File: src/rtl/ksa_share_arbiter.sv
// ksa_share_arbiter: round-robin front end that time-shares one external
// 64-bit Kogge-Stone adder between NREQ requesters. An operand register
// feeds the adder and a result register holds the tagged sum until the
// consumer takes it. Results leave in acceptance order.
module ksa_share_arbiter #(
   parameter int NREQ = 4,
   parameter int IDW  = 2
) (
   input  logic                 clk,
   input  logic                 rst,
   input  logic [NREQ-1:0]      req_valid,
   output logic [NREQ-1:0]      req_ready,
   input  logic [64*NREQ-1:0]   req_a,
   input  logic [64*NREQ-1:0]   req_b,
   input  logic [NREQ-1:0]      req_cin,
   output logic [63:0]          ksa_a,
   output logic [63:0]          ksa_b,
   output logic                 ksa_cin,
   input  logic [63:0]          ksa_sum,
   input  logic                 ksa_cout,
   output logic                 rsp_valid,
   input  logic                 rsp_ready,
   output logic [IDW-1:0]       rsp_id,
   output logic [63:0]          rsp_sum,
   output logic                 rsp_cout,
   output logic                 busy
);

   // Round-robin pointer and operand stage
   logic [IDW-1:0]      ptr_r;
   logic                op_valid_r;
   logic [IDW-1:0]      op_id_r;
   logic [63:0]         ksa_a_r;
   logic [63:0]         ksa_b_r;
   logic                ksa_cin_r;

   // Result stage
   logic                rsp_valid_r;
   logic [IDW-1:0]      rsp_id_r;
   logic [63:0]         rsp_sum_r;
   logic                rsp_cout_r;

   // Handshake and arbitration terms
   logic                advance_s;
   logic                op_free_s;
   logic [2*NREQ-1:0]   dbl_valid_s;
   logic [NREQ-1:0]     rot_valid_s;
   logic [IDW-1:0]      off_s;
   logic                hit_s;
   logic [IDW:0]        grant_sum_s;
   logic [IDW-1:0]      grant_s;
   logic [IDW-1:0]      next_ptr_s;
   logic                accept_s;
   logic [63:0]         sel_a_s;
   logic [63:0]         sel_b_s;
   logic                sel_cin_s;

   // The result stage can take new data when empty or being drained;
   // the op stage can take new data when empty or moving forward.
   assign advance_s = ~rsp_valid_r | rsp_ready;
   assign op_free_s = ~op_valid_r | advance_s;

   // Rotate the valid vector so the pointer's requester lands on bit 0,
   // then find the lowest set bit (scanning high to low, lowest wins).
   always_comb begin
      dbl_valid_s = {req_valid, req_valid};
      rot_valid_s = NREQ'(dbl_valid_s >> ptr_r);
      off_s       = '0;
      hit_s       = 1'b0;
      for (int k = NREQ - 1; k >= 0; k--) begin
         off_s = rot_valid_s[k] ? IDW'(k) : off_s;
         hit_s = hit_s | rot_valid_s[k];
      end
   end

   // Map the rotated offset back to an absolute index and derive the
   // pointer value that follows an acceptance of that index.
   always_comb begin
      grant_sum_s = {1'b0, ptr_r} + {1'b0, off_s};
      if (grant_sum_s >= (IDW+1)'(NREQ)) begin
         grant_s = IDW'(grant_sum_s - (IDW+1)'(NREQ));
      end else begin
         grant_s = grant_sum_s[IDW-1:0];
      end
      if (grant_s == IDW'(NREQ - 1)) begin
         next_ptr_s = '0;
      end else begin
         next_ptr_s = grant_s + IDW'(1);
      end
   end

   // Grant handshake and operand select; ready is held low during reset.
   always_comb begin
      accept_s = hit_s & op_free_s & ~rst;
      if (accept_s) begin
         req_ready = {{(NREQ-1){1'b0}}, 1'b1} << grant_s;
      end else begin
         req_ready = '0;
      end
      sel_a_s   = 64'(req_a >> {grant_s, 6'b000000});
      sel_b_s   = 64'(req_b >> {grant_s, 6'b000000});
      sel_cin_s = req_cin[grant_s];
   end

   // Operand stage: load on acceptance, otherwise empty it once it moves on.
   // The adder operand registers keep their last value when idle.
   always_ff @(posedge clk or posedge rst) begin
      if (rst) begin
         ptr_r      <= '0;
         op_valid_r <= 1'b0;
         op_id_r    <= '0;
         ksa_a_r    <= 64'd0;
         ksa_b_r    <= 64'd0;
         ksa_cin_r  <= 1'b0;
      end else begin
         if (accept_s) begin
            ksa_a_r    <= sel_a_s;
            ksa_b_r    <= sel_b_s;
            ksa_cin_r  <= sel_cin_s;
            op_id_r    <= grant_s;
            op_valid_r <= 1'b1;
            ptr_r      <= next_ptr_s;
         end else if (op_valid_r & advance_s) begin
            op_valid_r <= 1'b0;
         end else begin
            op_valid_r <= op_valid_r;
         end
      end
   end

   // Result stage: capture the adder output as the op moves forward,
   // otherwise clear on consumer handshake; data stays frozen on stall.
   always_ff @(posedge clk or posedge rst) begin
      if (rst) begin
         rsp_valid_r <= 1'b0;
         rsp_id_r    <= '0;
         rsp_sum_r   <= 64'd0;
         rsp_cout_r  <= 1'b0;
      end else begin
         if (op_valid_r & advance_s) begin
            rsp_sum_r   <= ksa_sum;
            rsp_cout_r  <= ksa_cout;
            rsp_id_r    <= op_id_r;
            rsp_valid_r <= 1'b1;
         end else if (rsp_valid_r & rsp_ready) begin
            rsp_valid_r <= 1'b0;
         end else begin
            rsp_valid_r <= rsp_valid_r;
         end
      end
   end

   assign ksa_a     = ksa_a_r;
   assign ksa_b     = ksa_b_r;
   assign ksa_cin   = ksa_cin_r;
   assign rsp_valid = rsp_valid_r;
   assign rsp_id    = rsp_id_r;
   assign rsp_sum   = rsp_sum_r;
   assign rsp_cout  = rsp_cout_r;
   assign busy      = op_valid_r | rsp_valid_r;

endmodule
File: config.mk
export PLATFORM = sky130hd
export DESIGN_NAME = ksa_share_arbiter
export DESIGN_NICKNAME = d
export VERILOG_FILES = /design/src/rtl/ksa_share_arbiter.sv
export SDC_FILE = /design/constraint.sdc
export NUM_CORES = 1
export LEC_CHECK = 0
export CAP_MARGIN = 10
export CORE_AREA = 2 2 311 313
export CTS_CLUSTER_SIZE = 10
export DETAILED_ROUTE_END_ITERATION = 10
export DIE_AREA = 0 0 313 315
export SYNTH_ARGS = -nofsm -noshare
export SYNTH_HDL_FRONTEND = slang
export SYNTH_SLANG_ARGS = --single-unit
File: constraint.sdc
create_clock -name clk -period 9.8 [get_ports clk]
set_input_delay 1.96 -clock clk [delete_from_list [all_inputs] [get_ports clk]]
set_output_delay 1.96 -clock clk [all_outputs]
set_load 0.01 [all_outputs]
After elaboration in Yosys (flattened, before gate mapping)
Cells that the tools add are included.
{"block": "op_classes", "n_reduce_logical": 2, "shift": 4, "muxes": 13, "magnitude_cmp": 2, "n_bitwise": 13, "n_eq_ne": 1, "add_sub_neg": 3}
{"operator": "256-bit by 8-bit right shift with 64-bit output", "count": 2}
{"operator": "2-bit two-way mux", "count": 6}
{"operator": "8-bit by 2-bit right shift with 4-bit output", "count": 1}
{"operator": "1-bit bitwise OR", "count": 6}
{"operator": "1-bit two-way mux", "count": 5}
{"operator": "1-bit AND", "count": 4}
{"operator": "4-bit two-way mux", "count": 1}
{"operator": "2-bit nonzero test", "count": 2}
{"operator": "1-bit by 2-bit left shift with 4-bit output (first input constant)", "count": 1}
{"operator": "2-bit by 2-bit adder with 3-bit output", "count": 1}
{"operator": "3-bit >= comparator (second input constant)", "count": 1}
{"operator": "2-bit by 3-bit < comparator with 1-bit output (second input constant)", "count": 1}
{"operator": "1-bit inverter", "count": 3}
{"operator": "2-bit by 1-bit adder with 2-bit output (second input constant)", "count": 1}
{"operator": "1-bit binary-select mux with 2-bit select", "count": 1}
{"operator": "2-bit equality test (second input constant)", "count": 1}
{"operator": "2-bit by 1-bit subtractor with 2-bit output (second input constant)", "count": 1}
{"block": "totals", "wordCells": 48, "output_inout_bits": 202, "in_bits": 588, "register_bits": 202}

Depth between registers and ports, before layout
{"block": "depth", "ltp_word": 10, "mapped_depth": 13, "mapped_depth_nobuf": 10}

Least setup slack after synthesis
No wires, ideal clock.
{"block": "synth_timing", "path_type": "input to output", "startpoint": "input port req_valid[0]", "endpoint": "output port req_ready[1]", "cell_stages": 12, "t_arrival_ns": 4.300, "path_buffers": 5, "setup_slack_ns": 3.540, "required_time_ns": 7.840, "path_cell_list": "buf_4 > nor2_1 > a221oi_1 > a21oi_1 > a211o_1 > ha_1 > clkbuf_1 > clkbuf_1 > clkbuf_1 > clkbuf_1 > nand2_1 > nor2_1"}
{"block": "synth_between", "elab_chain_cells": 10, "elab_cells_between_ends": 16, "classes_between": "add/sub: 2; order compare: 1; shift: 2; mux: 6; bitwise: 5"}
{"item": "start: declaration", "line": "11", "source": "input logic [NREQ-1:0] req_valid,"}
{"item": "8-bit by 2-bit right shift with 4-bit output *", "line": "67", "source": "rot_valid_s = NREQ'(dbl_valid_s >> ptr_r);"}
{"item": "2-bit two-way mux (4 in series)", "line": "71", "source": "off_s = rot_valid_s[k] ? IDW'(k) : off_s;"}
{"item": "2-bit by 2-bit adder with 3-bit output", "line": "79", "source": "grant_sum_s = {1'b0, ptr_r} + {1'b0, off_s};"}
{"item": "3-bit >= comparator / 2-bit by 1-bit subtractor with 2-bit output (equally long branches)", "line": "80, 81"}
{"item": "2-bit two-way mux", "line": "80", "source": "if (grant_sum_s >= (IDW+1)'(NREQ)) begin"}
{"item": "1-bit by 2-bit left shift with 4-bit output", "line": "96", "source": "req_ready = {{(NREQ-1){1'b0}}, 1'b1} << grant_s;"}
{"item": "4-bit two-way mux *", "line": "95", "source": "if (accept_s) begin"}
{"item": "end: declaration", "line": "12", "source": "output logic [NREQ-1:0] req_ready,"}
Mark *: on every way between the ends. The rest lies on a longest branch, timed or not.

Worst setup path in the final report
{"block": "layout_timing", "startpoint": "input port req_valid[0]", "endpoint": "output port req_ready[2]"}
Same word-level chain as after synthesis.

==> metrics.txt <==
DIE AREA=roughly 100000 um2; row count=between 100 and 150; final setup fails=0; Post-Synthesis Cells=about 1300; Hold Path Depth=2; Crit Path Category=in2out; Hold Crit Class=reg2reg; synth warn=0; CP Cell Sequence=clkdlybuf4s50_1, nor2_1, a221oi_1, a21oi_1, a211o_1, ha_4, xnor2_1, nor4_4, nor2_1, nor3_1, clkdlybuf4s50_1; DP Area=21500 um2; Lkg Pwr=8.06 nW; Final period util=70.6%; Num CTS Buffers=30; TritonCTS clock tree=built; final routed DRC violation total=0; register area share after synthesis=between 40% and 50%; GRT overflow=0; Global Route met2 Usage=roughly a fifth; HPWL after DPL=around 49 mm; Slowest-stage cell, CP=clkdlybuf4s50_1; via count=roughly 13000; ANT nets after route=0; crit start category=primary input; mux cell area share after synthesis=about 6%; EDFF count, synth=0; critical-path maximum fanout=8; Fin. Hold Viols=0; ys flop type=dfrtp_1; buffer count from post-CTS setup fixing=0; Max Cap Violations=0; post-synth top area share=about two fifths; Clk Latency, worst-skew pair=between 0.6 and 0.7 ns; Synth Area in Compound Gates=~28%; gr busiest metal=met2; Area Overhead vs Synth=80.9%; first-pass GRT wire length=92.1 mm; Die Span Y=315 um; final slew viol count=0; xor-xnor portion of the synthesized cell area=less than 1%; share of post-route cells with drive strength above 1=a little under a tenth; Tmin final=~6.9 ns; total track usage=roughly an eighth; Post-Syn Nets=between 1500 and 2000; Yosys reg bits=~200; Synth Area per Inst=9.88 um2; Core ar.=~96000 um2; Synth Area in Simple Gates=around a fifth; pwr dens=313 nW/um2; Distinct cells, synth=approximately 40; asr flop ratio synth=100%; adder-cell share of the synthesized area=less than 1%; die width=~310 um; CTS Buffer Depth=3; port bufs=~800; Final Skew=0.0237 ns; CTS-repair resized insts=0; largest family of logic cells by synthesized area=compound AO/OA/AOI/OAI gates; R2R cell count=10; met1 Usage GRT=15.2%; Post-Syn Area=between 10000 and 15000 um2; Ports=790; Arr. time, crit path=a little under 5 ns; worst endpoint required time=approximately 7.8 ns; Max transition margin=between 20 and 30%; initial antenna violation count=15; Synth area leader=dfrtp_1; RSZ-0062 raised after global routing=false; maximum VDD drop=0.000351 V; Initial Utilization=13.0%; RD Place Congestion=0.852; H-tree depth=1; Root Buffer=clkbuf_16; pin count of the biggest net entering global routing=178; Worst-Margin Slew=about 1.1 ns; CTS clock-pin slew for the worst setup and hold paths=0.06 ns; CTS Sinks=slightly above 200; nets=2539; Finished Cell Area=22500 um2; Synth area leaders=dfrtp_1 (41%), nor2b_1 (13%), a221oi_1 (9.2%); DR iter-0 viols=around 800; vias in the first global route=approximately 13000; met3 Resource Use GR=3.66%; CTS Hold Bufs=0; Detailed Route WL=about 66 mm; wire length per cell=just over 20 um; synth cell count leaders=nor2b_1 (263), dfrtp_1 (202), nand2_1 (139); Fin Setup TNS=0 ns; post-route total power=0.00703 W; routed vias/inst=between 4 and 5; max incr delay on CP=0.62 ns; number of detailed-route iterations in the first pass=5; f_max=between 100 and 150 MHz; status=completed; endpoint type of the worst setup path=output pin; top-count cell post-synth=nor2b_1; final core occ=about a quarter
placed cells by master (no fill, tap or decap), types with 2 or more instances in the layout:
| master | Yosys | layout |
|---|---|---|
| a2111oi_0 | 111 | 111 |
| dfrtp_1 | 202 | 202 |
| nor2b_1 | 263 | 263 |
| clkbuf_16 | 0 | 30 |
| o21ai_0 | 2 | 2 |
| o31ai_2 | 15 | 15 |
| bufinv_16 | 0 | 2 |
| clkdlybuf4s50_1 | 0 | 789 |
| buf_4 | 4 | 21 |
| a2111oi_1 | 4 | 4 |
| a21oi_1 | 3 | 3 |
| clkinv_2 | 0 | 7 |
| clkinvlp_4 | 0 | 3 |
| a221oi_1 | 130 | 130 |
| o21a_1 | 3 | 3 |
| mux2_2 | 67 | 67 |
| nor2_1 | 8 | 8 |
| nor3_1 | 5 | 5 |
| nand2_1 | 139 | 138 |
| buf_12 | 0 | 3 |
| clkbuf_1 | 102 | 2 |
| or2_2 | 2 | 2 |
| a2111oi_2 | 14 | 14 |
| o31ai_1 | 115 | 115 |
| diode_2 | 0 | 2 |
| clkbuf_8 | 0 | 8 |
logic make-up (layout without fill, tap and decap cells):
logic type                 after synthesis  count (layout)
muxes                                   68              68
other                                    0               2
and+or+nand+nor                        427             427
xor gates and xnor gates                 2               2
buffers and inverters                  154             868
adders and majority gates                2               2
AOI/OAI and AO/OA                      402             402
DFF                                    202             202
power breakdown:
group	internal (W)	total, W	switching [W]	leakage (nW)
Combinational	0.00187	0.00453	0.00266	5.13
Clock	0.000670	0.00112	0.000454	0.497
Sequential	0.00118	0.00138	0.000201	2.43
worst max-delay path, delay by kind of cell:
family | cells | cell delay (ns)
compound gates | 3 | 0.75
buf+inv | 2 | 1.17
simple gates | 4 | 0.52
xor+xnor | 1 | 0.37
fa+ha+maj | 1 | 0.19
area by class of cell:
cell class                      count  area [um2]
Antenna cell                        2        5.00
Clock buffer                       40         868
Clock inverter                     14         143
Fill cell                       10300       73200
Inverter                            1        11.3
Multi-Input combinational cell    901        6690
Sequential cell                   202        5050
Tap cell                         1276        1600
Timing Repair Buffer              813        8120
state kept, by name, summed over array words and instances (netlist names):
register / cells
rsp_sum: 64
ksa_cin: 1
rsp_id: 2
ksa_a: 64
ksa_b: 64
op_id_r: 2
op_valid_r: 1
rsp_cout: 1
rsp_valid: 1
ptr_r: 2
metal layers:
| layer | up-vias | wire length [um] |
|---|---|---|
| met2 | 606 | 31700 |
| li1 | 6206 | - |
| met5 | - | 59 |
| met3 | 87 | 5520 |
| met1 | 6327 | 26700 |
| met4 | 10 | 1860 |
path summary, 6_finish.rpt:
kind | start | end | slack, ns
min in group asynchronous | rst | rsp_sum[3] | 1.98
min | ksa_a[52] | ksa_a[52] | 0.47
max reg2reg | ptr_r[0] | ksa_a[0] | 5.25
min reg2reg | ksa_a[52] | ksa_a[52] | 0.47
max | req_valid[0] | req_ready[2] | 2.88
max in group asynchronous | rst | ksa_b[40] | 6.50
metrics by stage:
stage | worst slack (ns) | instances | hold WS (ns)
after floorplan | 2.33 | 1257 | 0.442
after global placement | 2.90 | 3193 | 0.459
after CTS | 2.85 | 3247 | 0.478
after global routing | 2.70 | 3247 | 0.490
after detailed placement | 2.84 | 3193 | 0.464
final | 2.88 | 3249 | 0.473
Power figures use the tool's default switching activity.
